<file path="src/rtl/sobol_sng_frame_if.sv">
`default_nettype none
// ============================================================================
// Module   : sobol_sng_frame_if
// Purpose  : Bundles the operand handshake, RNG hookup and bitstream outputs
//            of sobol_sng_frame into one interface.
// Ports    : (interface members)
//   inValid/inReady/inData  operand valid/ready handshake
//   hold                    frame pause request
//   rngEnable/rngIn         Sobol RNG enable and sequence word
//   bitOut/bitValid         stochastic bit and its qualifier
//   frameDone               pulse on the last bit of a frame
//   onesCnt                 ones counted in the current/last frame
// Modports : master = operand source + RNG side, slave = the generator
// Revision : 1.0 - initial release
// ============================================================================
interface sobol_sng_frame_if #(
  parameter int INWD = 8
);
  logic            inValid;
  logic            inReady;
  logic [INWD-1:0] inData;
  logic            hold;
  logic            rngEnable;
  logic [INWD-1:0] rngIn;
  logic            bitOut;
  logic            bitValid;
  logic            frameDone;
  logic [INWD:0]   onesCnt;

  modport master (
    output inValid, inData, hold, rngIn,
    input  inReady, rngEnable, bitOut, bitValid, frameDone, onesCnt
  );

  modport slave (
    input  inValid, inData, hold, rngIn,
    output inReady, rngEnable, bitOut, bitValid, frameDone, onesCnt
  );
endinterface
`default_nettype wire

</file>
<file path="src/rtl/sobol_sng_frame.sv">
`default_nettype none
// ============================================================================
// Module   : sobol_sng_frame
// Purpose  : Frame-based stochastic number generator placed after a 1-D
//            Sobol RNG. Accepts one operand per frame, advances the RNG for
//            2^INWD cycles and emits bitOut = (operand > rngIn) each cycle.
// Ports    :
//   clk   in  clock, rising edge
//   rst   in  synchronous active-high reset (shared with the RNG)
//   bus   sobol_sng_frame_if.slave - handshake, RNG hookup, bitstream
// Options  : SNG_ONES_CNT_EN - when defined, compiles in the per-frame ones
//            counter driven on bus.onesCnt; otherwise onesCnt is tied to 0.
// Revision : 1.0 - initial release
// ============================================================================
module sobol_sng_frame #(
  parameter int INWD = 8
) (
  input  wire logic             clk,
  input  wire logic             rst,
  sobol_sng_frame_if.slave      bus
);

  typedef enum logic [0:0] {
    IDLE = 1'b0,
    RUN  = 1'b1
  } state_t;

  localparam logic [INWD-1:0] FC_ONE = {{(INWD-1){1'b0}}, 1'b1};

  state_t          state;
  logic [INWD-1:0] opnd;
  logic [INWD-1:0] frame_cnt;
  logic            bit_out;
  logic            bit_valid;
  logic            frame_done;

  logic            accept;
  logic            advance;
  logic            cmp;
  logic            last;

  assign accept  = (state == IDLE) && bus.inValid;
  assign advance = (state == RUN) && !bus.hold;
  assign cmp     = (opnd > bus.rngIn);
  // frame_cnt counts advancing cycles already done; all-ones marks the last
  assign last    = (frame_cnt == {INWD{1'b1}});

  assign bus.inReady   = (state == IDLE);
  // Combinational so a hold pauses the RNG in the same cycle it is raised
  assign bus.rngEnable = advance;
  assign bus.bitOut    = bit_out;
  assign bus.bitValid  = bit_valid;
  assign bus.frameDone = frame_done;

  always_ff @(posedge clk) begin
    if (rst) begin
      state      <= IDLE;
      opnd       <= '0;
      frame_cnt  <= '0;
      bit_out    <= 1'b0;
      bit_valid  <= 1'b0;
      frame_done <= 1'b0;
    end else begin
      case (state)
        IDLE: begin
          bit_valid  <= 1'b0;
          frame_done <= 1'b0;
          if (accept) begin
            opnd      <= bus.inData;
            frame_cnt <= '0;
            state     <= RUN;
          end
        end
        RUN: begin
          if (!bus.hold) begin
            bit_out    <= cmp;
            bit_valid  <= 1'b1;
            frame_cnt  <= frame_cnt + FC_ONE;  // wraps to 0 after the last bit
            frame_done <= last;
            if (last) begin
              state <= IDLE;
            end
          end else begin
            // Paused: bitOut keeps its last value, counters frozen
            bit_valid  <= 1'b0;
            frame_done <= 1'b0;
          end
        end
        default: begin
          state <= IDLE;
        end
      endcase
    end
  end

`ifdef SNG_ONES_CNT_EN
  localparam logic [INWD:0] OC_ZERO = '0;

  logic [INWD:0] ones_cnt;

  // Cleared on handshake, holds the final count in IDLE until the next one
  always_ff @(posedge clk) begin
    if (rst) begin
      ones_cnt <= OC_ZERO;
    end else if (accept) begin
      ones_cnt <= OC_ZERO;
    end else if (advance) begin
      ones_cnt <= ones_cnt + {{INWD{1'b0}}, cmp};
    end
  end

  assign bus.onesCnt = ones_cnt;
`else
  assign bus.onesCnt = '0;
`endif

endmodule
`default_nettype wire

</file>
<file path="src/flat_wrapper.sv">
// flat-port wrapper written by rule: the top's interface ports become plain ports
module sobol_sng_frame_flat 
#(
  parameter int INWD = 8
)
  (clk, rst, bus_inValid, bus_inData, bus_hold, bus_rngIn, bus_inReady, bus_rngEnable, bus_bitOut, bus_bitValid, bus_frameDone, bus_onesCnt);
  sobol_sng_frame_if #(.INWD(INWD)) bus_i ();
  input  wire logic clk;
  input  wire logic rst;
  input wire logic [$bits(bus_i.inValid)-1:0] bus_inValid;
  input wire logic [$bits(bus_i.inData)-1:0] bus_inData;
  input wire logic [$bits(bus_i.hold)-1:0] bus_hold;
  input wire logic [$bits(bus_i.rngIn)-1:0] bus_rngIn;
  output wire logic [$bits(bus_i.inReady)-1:0] bus_inReady;
  output wire logic [$bits(bus_i.rngEnable)-1:0] bus_rngEnable;
  output wire logic [$bits(bus_i.bitOut)-1:0] bus_bitOut;
  output wire logic [$bits(bus_i.bitValid)-1:0] bus_bitValid;
  output wire logic [$bits(bus_i.frameDone)-1:0] bus_frameDone;
  output wire logic [$bits(bus_i.onesCnt)-1:0] bus_onesCnt;
  assign bus_i.inValid = bus_inValid;
  assign bus_i.inData = bus_inData;
  assign bus_i.hold = bus_hold;
  assign bus_i.rngIn = bus_rngIn;
  assign bus_inReady = bus_i.inReady;
  assign bus_rngEnable = bus_i.rngEnable;
  assign bus_bitOut = bus_i.bitOut;
  assign bus_bitValid = bus_i.bitValid;
  assign bus_frameDone = bus_i.frameDone;
  assign bus_onesCnt = bus_i.onesCnt;
  sobol_sng_frame #(.INWD(INWD)) u_core (.clk(clk), .rst(rst), .bus(bus_i));
endmodule
</file>
<file path="config.mk">
export PLATFORM = sky130hd
export DESIGN_NAME = sobol_sng_frame_flat
export DESIGN_NICKNAME = d
export VERILOG_FILES = /design/src/rtl/sobol_sng_frame_if.sv /design/src/rtl/sobol_sng_frame.sv /design/src/flat_wrapper.sv
export SDC_FILE = /design/constraint.sdc
export NUM_CORES = 1
export LEC_CHECK = 0
export BUFFER_PORTS_ARGS = -buffer_cell sky130_fd_sc_hd__buf_2
export CELL_PAD_IN_SITES_DETAIL_PLACEMENT = 1
export CELL_PAD_IN_SITES_GLOBAL_PLACEMENT = 1
export CORE_ASPECT_RATIO = 0.8
export CORE_MARGIN = 2
export CORE_UTILIZATION = 35
export DETAILED_ROUTE_END_ITERATION = 10
export PLACE_DENSITY_LB_ADDON = 0.1
export SYNTH_ARGS = -nofsm -noshare
export SYNTH_HDL_FRONTEND = slang
export SYNTH_SLANG_ARGS = --single-unit
</file>
<file path="constraint.sdc">
create_clock -name clk -period 1.5 [get_ports clk]
set_input_delay 0.075 -clock clk [delete_from_list [all_inputs] [get_ports clk]]
set_output_delay 0.075 -clock clk [all_outputs]
set_load 0.02 [all_outputs]
</file>
==> reports/summary.md, run 1 <==
## Critical path
* ha_1 > nand3_1 > or2_1 > mux2_4 > nor2_2 — cell-by-cell trace of the critical path
* 0.37 ns — Slowest Stage Delay on Critical Path
* register — element type at the critical path end
* 4 — Max FO, Critical Path
* register — type of origin of the critical path
* reg2reg — Worst Path Class, Setup
* u_core.frame_cnt[0] — Worst setup startpoint
* 1.63 ns — Worst EP arrival
* 5 — R2R depth
* u_core.frame_cnt[4] — reg2reg end
* dfxtp_1 — Worst path slowest cell
* u_core.frame_cnt[0] — reg-to-reg startpoint
* 0.07 ns — minimum setup slack among reg-to-reg paths
* 1.70 ns — required time of the critical path

## Synth
* 0 — Yosys warning count
* dfxtp_1 — Primary FF master, synth
* dfxtp_1 — dominant cell type by area after synthesis
* 0.372 — register area share after synthesis
* dfxtp_1 (37%), ha_1 (10%), nand2_1 (8.4%), buf_4 (6.3%), a21oi_1 (5.6%) — cell types with the largest area share after synthesis
* 0 — proportion of synthesized flip-flops having asynchronous set or reset
* 8.15 µm² — average instance area after synthesis
* 132 — Synth Instances
* 36 — count of different cell masters after synthesis
* 20 — flip-flop and latch count after synthesis
* 0 — number of synthesized flops with an enable pin
* 0.372 — post-synth top area share
* 0.00108 mm² — netlist area before placement

## Detailed routing
* 2410 µm — total detailed-routing wirelength
* 4.76 — detail-routed via count per cell
* 0 — ANT nets after route
* 0 — number of DRC violations after detailed routing
* 4 — first-pass detailed-route iteration total
* 924 — vias after detailed routing
* 12.4 µm — average wire per cell in the routed design
* 18 — DRT iter0 DRCs

## Power
* 0.391 mV — worst vdd ir
* 0.572 nW — leakage power of the design
* 852 mW/mm² — Pwr per Cell Area

## CTS
* clkbuf_8 — buffer type at the clock tree root
* yes — clock tree from TritonCTS
* 2 — largest buffer count on any clock path
* 20 — number of sinks driven by the clock tree
* 1 — H-tree depth
* 3 — CTS buffer count
* 0.25 ns — clock latency on the worst-skew pair
* 0 — cts hold-fix bufs
* 0.07 ns — register clock-pin slew on the reported worst setup and hold paths

## GRT
* 900 — vias in the first global route
* 0.147 — total track usage
* 0 — overflow left after global routing
* 22 — pin count of the biggest net entering global routing
* 0 — number of antenna violations at the first check in global routing
* 3860 µm — wire length of the first global-routing pass

## STA
* 0 — Pins Over Slew Limit
* 0 — final hold vios
* 1.43 ns — clock period minus worst slack
* 0.0535 ns — final hold slack
* 0.000990 ns — final setup skew
* 700 MHz — peak clock frequency supported by timing
* 0 — Finish-stage setup viols
* 0.953 — final worst path period share

## Layout
* 187 — number of nets at the end of the flow
* 17.0% — growth of design area from synthesis to finish
* nand2_1 (24), buf_2 (24), dfxtp_1 (20), a21oi_1 (12), nor2_1 (10) — top library cells by usage in the layout, fill and taps aside
* 0 — diode insertion count for antenna repair
* 0.00126 mm² — post-route cell area
* 371 — fill cell total of the finished layout
* 0.244 — fraction of final layout cells sized beyond drive strength 1

## Placement
* 0.00120 mm² — area of placed instances
* 0.716 — Final GP Congestion
* 1850 µm — detailed placer's ending HPWL
* 24 — count of input and output buffers

## Run status
* completed — status

## Min path
* bus_inData[3] — beginning of the worst hold path
* in2reg — worst min path class
* u_core.opnd[3] — Endpoint, Worst Hold
* 3 — hold depth

## Floorplanning
* 53.6 µm — height of the chip
* 0.378 — starting density of the core
* 0.00285 mm² — floorplan core area
* 17 — number of core rows
* 34 — count of boundary I/O pins
* 66.0 µm — width of the die
* 0.00354 mm² — total die area

## Flow run
* 0 — count of max-cap constraint violations

[critical path: cells and delay by family (launching register included)]
kind / cells / cell delay [ns]
and+or+nand+nor: 3 / 0.49
adders and majority gates: 1 / 0.20
DFF: 1 / 0.37
muxes: 1 / 0.32
[power breakdown]
part	total (W)	internal, W	switching (W)
combinational	0.000170	0.0000637	0.000107
clock	0.000342	0.000178	0.000163
sequential	0.000561	0.000549	0.0000112
total	0.00107	0.000792	0.000281
[per-layer routing]
layer  global-route usage  up-vias  share of wire
li1                     -      471              -
met1                0.177      426           0.47
met2                0.268       27           0.46
met3               0.0460        0          0.064
met4               0.0204        0              0
met5                    0        -              0
[worst max path at each step]
stage                          end  slack (ns)  cells past startpoint
2_1_floorplan  u_core.frame_cnt[6]        0.18                      5
3_3_place_gp   u_core.frame_cnt[6]        0.12                      5
3_5_place_dp     u_core.bus.bitOut        0.05                      5
4_1_cts        u_core.frame_cnt[6]        0.01                      5
5_1_grt        u_core.frame_cnt[6]      -0.002                      5
6_report       u_core.frame_cnt[4]        0.07                      5
[flip-flops by register name (all words and copies together) (netlist names)]
signal	count
u_core.bus.bitOut	1
u_core.bus.frameDone	1
u_core.frame_cnt	8
u_core.state	1
u_core.bus.bitValid	1
u_core.opnd	8
[final cells by class]
class | count | area, µm² | area share
inverters | 10 | 42.5 | 0.0338
well taps | 38 | 47.5 | 0.0378
clock buffers | 3 | 41.3 | 0.0328
flip-flops and latches | 20 | 400 | 0.318
repair buffers | 27 | 143 | 0.113
multi-input cells | 96 | 584 | 0.464
[Yosys cell counts, types with 2 or more instances]
library cell  number
nand2_1           24
buf_2              2
o21ai_0            2
mux2_2             2
ha_1               9
nand3_1            3
buf_4              9
inv_1              9
nand2b_1           2
nor3_1             2
clkbuf_1           2
a21oi_1           12
nand4_1            3
dfxtp_1           20
nor2_1            10
[logic make-up (layout without fill, tap and decap cells)]
kind of cell,count (synthesis),after routing,share of synthesized area
AOI/OAI and AO/OA,22,22,0.122
muxes,4,4,0.0453
adders and majority gates,9,9,0.105
other,1,9,0.00349
buffers and inverters,24,40,0.129
DFF,20,20,0.372
and+or+nand+nor,52,52,0.223
[through the flow]
| step | setup WS [ns] | power [W] | utilization | setup TNS (ns) | cells |
|---|---|---|---|---|---|
| global placement | 0.121 | 0.000735 | 0.421 | 0 | 191 |
| CTS | 0.00985 | 0.00109 | 0.435 | 0 | 194 |
| floorplan | 0.183 | 0.000699 | - | 0 | 140 |
| detailed placement | 0.0465 | 0.000742 | 0.421 | 0 | 191 |
| global route | -0.00241 | 0.00114 | 0.442 | -0.00241 | 194 |
| finish | 0.0710 | 0.00107 | 0.442 | 0 | 194 |
[what timing repair did]
item / 4_1_cts / 5_1_grt
setup buffers: 0 / 0
endpoints found under the setup margin: 0 / 3
gates resized for setup: 0 / 4
Power figures use the tool's default switching activity.
==> inputs of run 2 (changes only) <==
--- a/config.mk
+++ b/config.mk
@@ -8,7 +8,6 @@
 export BUFFER_PORTS_ARGS = -buffer_cell sky130_fd_sc_hd__buf_2
 export CELL_PAD_IN_SITES_DETAIL_PLACEMENT = 1
 export CELL_PAD_IN_SITES_GLOBAL_PLACEMENT = 1
-export CORE_ASPECT_RATIO = 0.8
 export CORE_MARGIN = 2
 export CORE_UTILIZATION = 35
 export DETAILED_ROUTE_END_ITERATION = 10
==> reports/summary.md, run 2 (synthesis results as in run 1) <==
## GRT
* 0 — overflow left after global routing
* 0.136 — total track usage
* 22 — pin count of the biggest net entering global routing
* 842 — vias in the first global route
* 0 — number of antenna violations at the first check in global routing
* 3570 µm — wire length of the first global-routing pass

## Layout
* 17.6% — growth of design area from synthesis to finish
* 0 — diode insertion count for antenna repair
* nand2_1 (24), buf_2 (24), dfxtp_1 (20), a21oi_1 (12), nor2_1 (10) — top library cells by usage in the layout, fill and taps aside
* 0.239 — fraction of final layout cells sized beyond drive strength 1
* u_core.frame_cnt: 8 flops, u_core.opnd: 8 flops — Largest regs
* 583 µm² — multi-input combinational cell area
* 192 — final non-filler cell total
* 190 — number of nets at the end of the flow
* 0.425 — utilization after layout
* 394 — fill cell total of the finished layout
* 0.00126 mm² — post-route cell area
* 400 µm² — storage element area

## Detailed routing
* 4.74 — detail-routed via count per cell
* 0 — ANT nets after route
* 17 — DRT iter0 DRCs
* 11.6 µm — average wire per cell in the routed design
* 911 — vias after detailed routing
* 2230 µm — total detailed-routing wirelength
* 0 — number of DRC violations after detailed routing
* 2 — first-pass detailed-route iteration total

## Critical path
* 1.74 ns — required time of the critical path
* 0.39 ns — Slowest Stage Delay on Critical Path
* register — element type at the critical path end
* ha_2 > nand3_1 > or2_1 > mux2_4 > nor2_2 — cell-by-cell trace of the critical path
* dfxtp_1 — Worst path slowest cell
* reg2reg — Worst Path Class, Setup
* 1.63 ns — Worst EP arrival
* 4 — Max FO, Critical Path
* register — type of origin of the critical path

## Floorplanning
* 59.4 µm — height of the chip
* 0.361 — starting density of the core
* 20 — number of core rows
* 0.00353 mm² — total die area
* 34 — count of boundary I/O pins
* 59.4 µm — width of the die
* 0.00298 mm² — floorplan core area

## Power
* 0.571 — Seq pwr share
* 776 mW/mm² — Pwr per Cell Area
* 0.371 mV — worst vdd ir
* 0.000271 W — net switching power of the design
* 0.276 — switch share
* 0.173 — combinational share of power
* 0.000711 W — Internal Pwr Total
* 0.256 — clock network fraction of design power
* 0.573 nW — leakage power of the design

## Flow run
* 0 — count of max-cap constraint violations

## CTS
* 1 — H-tree depth
* 3 — CTS buffer count
* 20 — number of sinks driven by the clock tree
* 0 — post-CTS setup buffer count
* clkbuf_4 — buffer type at the clock tree root
* 2 — largest buffer count on any clock path
* 0.29 ns — clock latency on the worst-skew pair
* yes — clock tree from TritonCTS
* 0.11 ns — register clock-pin slew on the reported worst setup and hold paths

## Run status
* completed — status

## STA
* 0.00351 ns — final setup skew
* 716 MHz — peak clock frequency supported by timing
* 0.931 — final worst path period share
* 0 — final hold vios
* 1.40 ns — clock period minus worst slack
* 0 — Finish-stage setup viols
* 0 — Pins Over Slew Limit
* 0.103 ns — Worst Slack Setup Final

## Placement
* 0.00119 mm² — area of placed instances
* 185 — number of placed instances with taps included
* 0.748 — Final GP Congestion
* 24 — count of input and output buffers
* 1710 µm — detailed placer's ending HPWL
* 0.0366 ns — worst setup slack before clock tree synthesis

## Min path
* in2reg — worst min path class

## run 2: changes by cell type in the layout (fill, tap and decap cells not counted), sizes merged
cell,change
dlygate4sd3,+4
buf,-1
## run 2: layout make-up
cell class	instances	area share
Inverter	10	0.0336
Multi-Input combinational cell	96	0.461
Tap cell	33	0.0326
Sequential cell	20	0.317
Timing Repair Buffer	30	0.138
Clock buffer	3	0.0178
## run 2: per-layer routing
| layer | vias to the layer above | global-route usage | part of all wire | wire [µm] |
|---|---|---|---|---|
| li1 | 481 | - | - | - |
| met1 | 412 | 0.163 | 0.46 | 1030 |
| met2 | 16 | 0.232 | 0.49 | 1100 |
| met3 | 2 | 0.0197 | 0.033 | 74 |
| met4 | 0 | 0.0682 | 0.0094 | 21 |
| met5 | - | 0 | 0 | 0 |
## run 2: power by group through the flow
stage / Sequential (W) / Clock, W / Combinational (W)
2_1_floorplan: 0.000573 / 0 / 0.000126
3_3_place_gp: 0.000572 / 0 / 0.000158
3_5_place_dp: 0.000573 / 0 / 0.000162
4_1_cts: 0.000561 / 0.000267 / 0.000167
5_1_grt: 0.000563 / 0.000293 / 0.000193
6_report: 0.000560 / 0.000251 / 0.000170
## run 2: final timing paths
kind                             from             endpoint  slack, ns  depth (start not counted)
setup / recovery  u_core.frame_cnt[0]  u_core.frame_cnt[4]       0.10                          5
hold / removal          bus_inData[4]       u_core.opnd[4]       0.01                          3
setup reg to reg  u_core.frame_cnt[0]  u_core.frame_cnt[4]       0.10                          5
hold reg to reg        u_core.opnd[1]       u_core.opnd[1]       0.47                          2
## run 2: repair_timing
item / 4_1_cts / 5_1_grt
hold buffers: 2 / 2
gates resized for setup: 0 / 5
endpoints found under the hold margin: 2 / 2
endpoints found under the setup margin: 0 / 3
## run 2: per-stage QoR
stage	hold slack, ns	total power [W]	TNS, ns
floorplan	0.211	0.000699	0
global placement	0.320	0.000731	0
detailed placement	0.329	0.000735	0
CTS	0.00277	0.000995	0
global route	0.0154	0.00105	-0.0121
finish	0.0131	0.000982	0
## run 2: worst max-delay path, delay by kind of cell (launching register included)
kind	cells	cell delay [ns]
AND/OR/NAND/NOR	3	0.44
flip-flops	1	0.39
multiplexers	1	0.31
adder cells (fa/ha/maj)	1	0.21
==> inputs of run 3 (changes only) <==
--- a/config.mk
+++ b/config.mk
@@ -12,6 +12,7 @@
 export CORE_UTILIZATION = 35
 export DETAILED_ROUTE_END_ITERATION = 10
 export PLACE_DENSITY_LB_ADDON = 0.1
+export REMOVE_ABC_BUFFERS = 1
 export SYNTH_ARGS = -nofsm -noshare
 export SYNTH_HDL_FRONTEND = slang
 export SYNTH_SLANG_ARGS = --single-unit
==> reports/summary.md, run 3 (synthesis results as in run 1) <==
## Detailed routing
* 11.9 µm — average wire per cell in the routed design
* 971 — vias after detailed routing
* 4 — first-pass detailed-route iteration total
* 4.95 — detail-routed via count per cell
* 88 µm — met3 routed WL
* 2330 µm — total detailed-routing wirelength
* 0 — number of DRC violations after detailed routing
* 1230 µm — met2 routed wirelength
* met4 — highest routed metal layer
* 18 — DRT iter0 DRCs
* 0 — ANT nets after route
* 994 µm — met1 wire length

## Critical path
* reg2reg — Worst Path Class, Setup
* 1.65 ns — Worst EP arrival
* u_core.frame_cnt[1] — Worst setup startpoint
* u_core.frame_cnt[1] — reg-to-reg startpoint
* 5 — number of stages on the worst setup path
* 3 — Max FO, Critical Path
* register — type of origin of the critical path
* simple AND/OR/NAND/NOR gates — kind of cell adding the most delay to the critical path
* 0.09 ns — minimum setup slack among reg-to-reg paths
* 5 — R2R depth
* 0.38 ns — Slowest Stage Delay on Critical Path
* register — element type at the critical path end
* 1.74 ns — required time of the critical path
* dfxtp_1 — Worst path slowest cell
* ha_1 > nand3_1 > or2_1 > mux2_4 > nor2_2 — cell-by-cell trace of the critical path
* u_core.frame_cnt[4] — reg2reg end
* u_core.frame_cnt[4] — worst setup path endpoint
* 0 — total buffers and inverters traversed by the critical path

## Power
* 0.407 mV — worst vdd ir
* 0.305 — clock network fraction of design power
* 813 mW/mm² — Pwr per Cell Area
* 0.596 nW — leakage power of the design
* 0.166 — combinational share of power
* 0.528 — Seq pwr share
* 0.000291 W — net switching power of the design
* 0.274 — switch share
* 0.000771 W — Internal Pwr Total

## Layout
* 21.3% — growth of design area from synthesis to finish
* 0 — diode insertion count for antenna repair
* u_core.frame_cnt: 8 flops, u_core.opnd: 8 flops — Largest regs
* 193 — number of nets at the end of the flow
* nand2_1 (24), buf_2 (24), dfxtp_1 (19), a21oi_1 (12), nor2_1 (10) — top library cells by usage in the layout, fill and taps aside
* 0.233 — fraction of final layout cells sized beyond drive strength 1
* 389 — fill cell total of the finished layout

## CTS
* 0.31 ns — clock latency on the worst-skew pair
* 0.13 ns — register clock-pin slew on the reported worst setup and hold paths
* 2 — largest buffer count on any clock path
* 3 — CTS buffer count
* 20 — number of sinks driven by the clock tree
* clkbuf_4 — buffer type at the clock tree root
* yes — clock tree from TritonCTS
* 1 — H-tree depth
* 0 — post-CTS setup buffer count

## Floorplanning
* 20 — number of core rows
* 34 — count of boundary I/O pins
* 59.4 µm — height of the chip
* 0.00298 mm² — floorplan core area
* 0.361 — starting density of the core
* 59.4 µm — width of the die
* 0.00353 mm² — total die area

## STA
* 0.937 — final worst path period share
* 0 — final hold vios
* 0.0115 ns — final hold slack
* 0 — Pins Over Slew Limit
* 0.0949 ns — Worst Slack Setup Final
* 0 — Finish-stage setup viols
* 1.41 ns — clock period minus worst slack
* no — RSZ-0062 raised after global routing
* 0 ns — setup TNS
* 0.0112 ns — final setup skew
* 712 MHz — peak clock frequency supported by timing

## GRT
* 3990 µm — wire length of the first global-routing pass
* 0 — number of antenna violations at the first check in global routing
* 0.150 — total track usage
* 0 — overflow left after global routing
* 22 — pin count of the biggest net entering global routing
* 965 — vias in the first global route

## Placement
* 1770 µm — detailed placer's ending HPWL
* 0.764 — Final GP Congestion
* 24 — count of input and output buffers
* 0.0376 ns — worst setup slack before clock tree synthesis

## Flow run
* 0 — count of max-cap constraint violations

## Run status
* completed — status

## Min path
* in2reg — worst min path class
* bus_inData[7] — beginning of the worst hold path

-- run 3: changes by cell type in the layout (fill, tap and decap cells not counted) --
cell / change
clkbuf_8: +1
dfxtp_1: -1
dfxtp_2: +1
dlygate4sd3_1: +3
ha_1: +1
ha_2: -1
nand2b_1: +1
nand2b_2: -1
-- run 3: cell type report --
| class | count | area, µm² | area share |
|---|---|---|---|
| repair buffers | 33 | 205 | 0.157 |
| multi-input cells | 96 | 578 | 0.443 |
| inverters | 10 | 42.5 | 0.0326 |
| clock buffers | 4 | 36.3 | 0.0278 |
| flip-flops and latches | 20 | 402 | 0.308 |
| well taps | 33 | 41.3 | 0.0316 |
-- run 3: layer usage --
metal  track usage  vias up
met2         0.279       20
met3        0.0197        2
met4        0.0682        0
met5             0        -
met1         0.164      461
li1              -      488
-- run 3: worst min-delay path by stage --
stage	cells past startpoint	endpoint
finish	3	u_core.opnd[7]
detailed placement	3	u_core.opnd[5]
global route	3	u_core.opnd[7]
global placement	3	u_core.opnd[0]
floorplan	1	u_core.frame_cnt[4]
CTS	3	u_core.opnd[3]
-- run 3: power groups by stage --
stage | Clock, W | Combinational (W) | Sequential (W)
after global placement | 0 | 0.000158 | 0.000572
after detailed placement | 0 | 0.000163 | 0.000573
final | 0.000324 | 0.000177 | 0.000561
after CTS | 0.000337 | 0.000176 | 0.000561
after floorplan | 0 | 0.0000953 | 0.000573
after global routing | 0.000360 | 0.000202 | 0.000564
-- run 3: repair_timing --
action	in CTS	in global routing
resized for setup	0	4
endpoints found under the setup margin	0	2
endpoints found under the hold margin	6	1
hold buffers	6	1
-- run 3: through the flow --
| stage | utilization | instance area (µm²) | power [W] | std cells |
|---|---|---|---|---|
| floorplan | - | 1010 | 0.000669 | 126 |
| global placement | 0.398 | 1190 | 0.000730 | 185 |
| detailed placement | 0.398 | 1190 | 0.000736 | 185 |
| CTS | 0.431 | 1280 | 0.00107 | 195 |
| global route | 0.438 | 1310 | 0.00113 | 196 |
| finish | 0.438 | 1310 | 0.00106 | 196 |
-- run 3: worst reg2reg max path: cells and delay by family (launching register included) --
family        cells  cell delay, ns
simple gates      3            0.46
fa+ha+maj         1            0.21
flops             1            0.38
mux               1            0.31
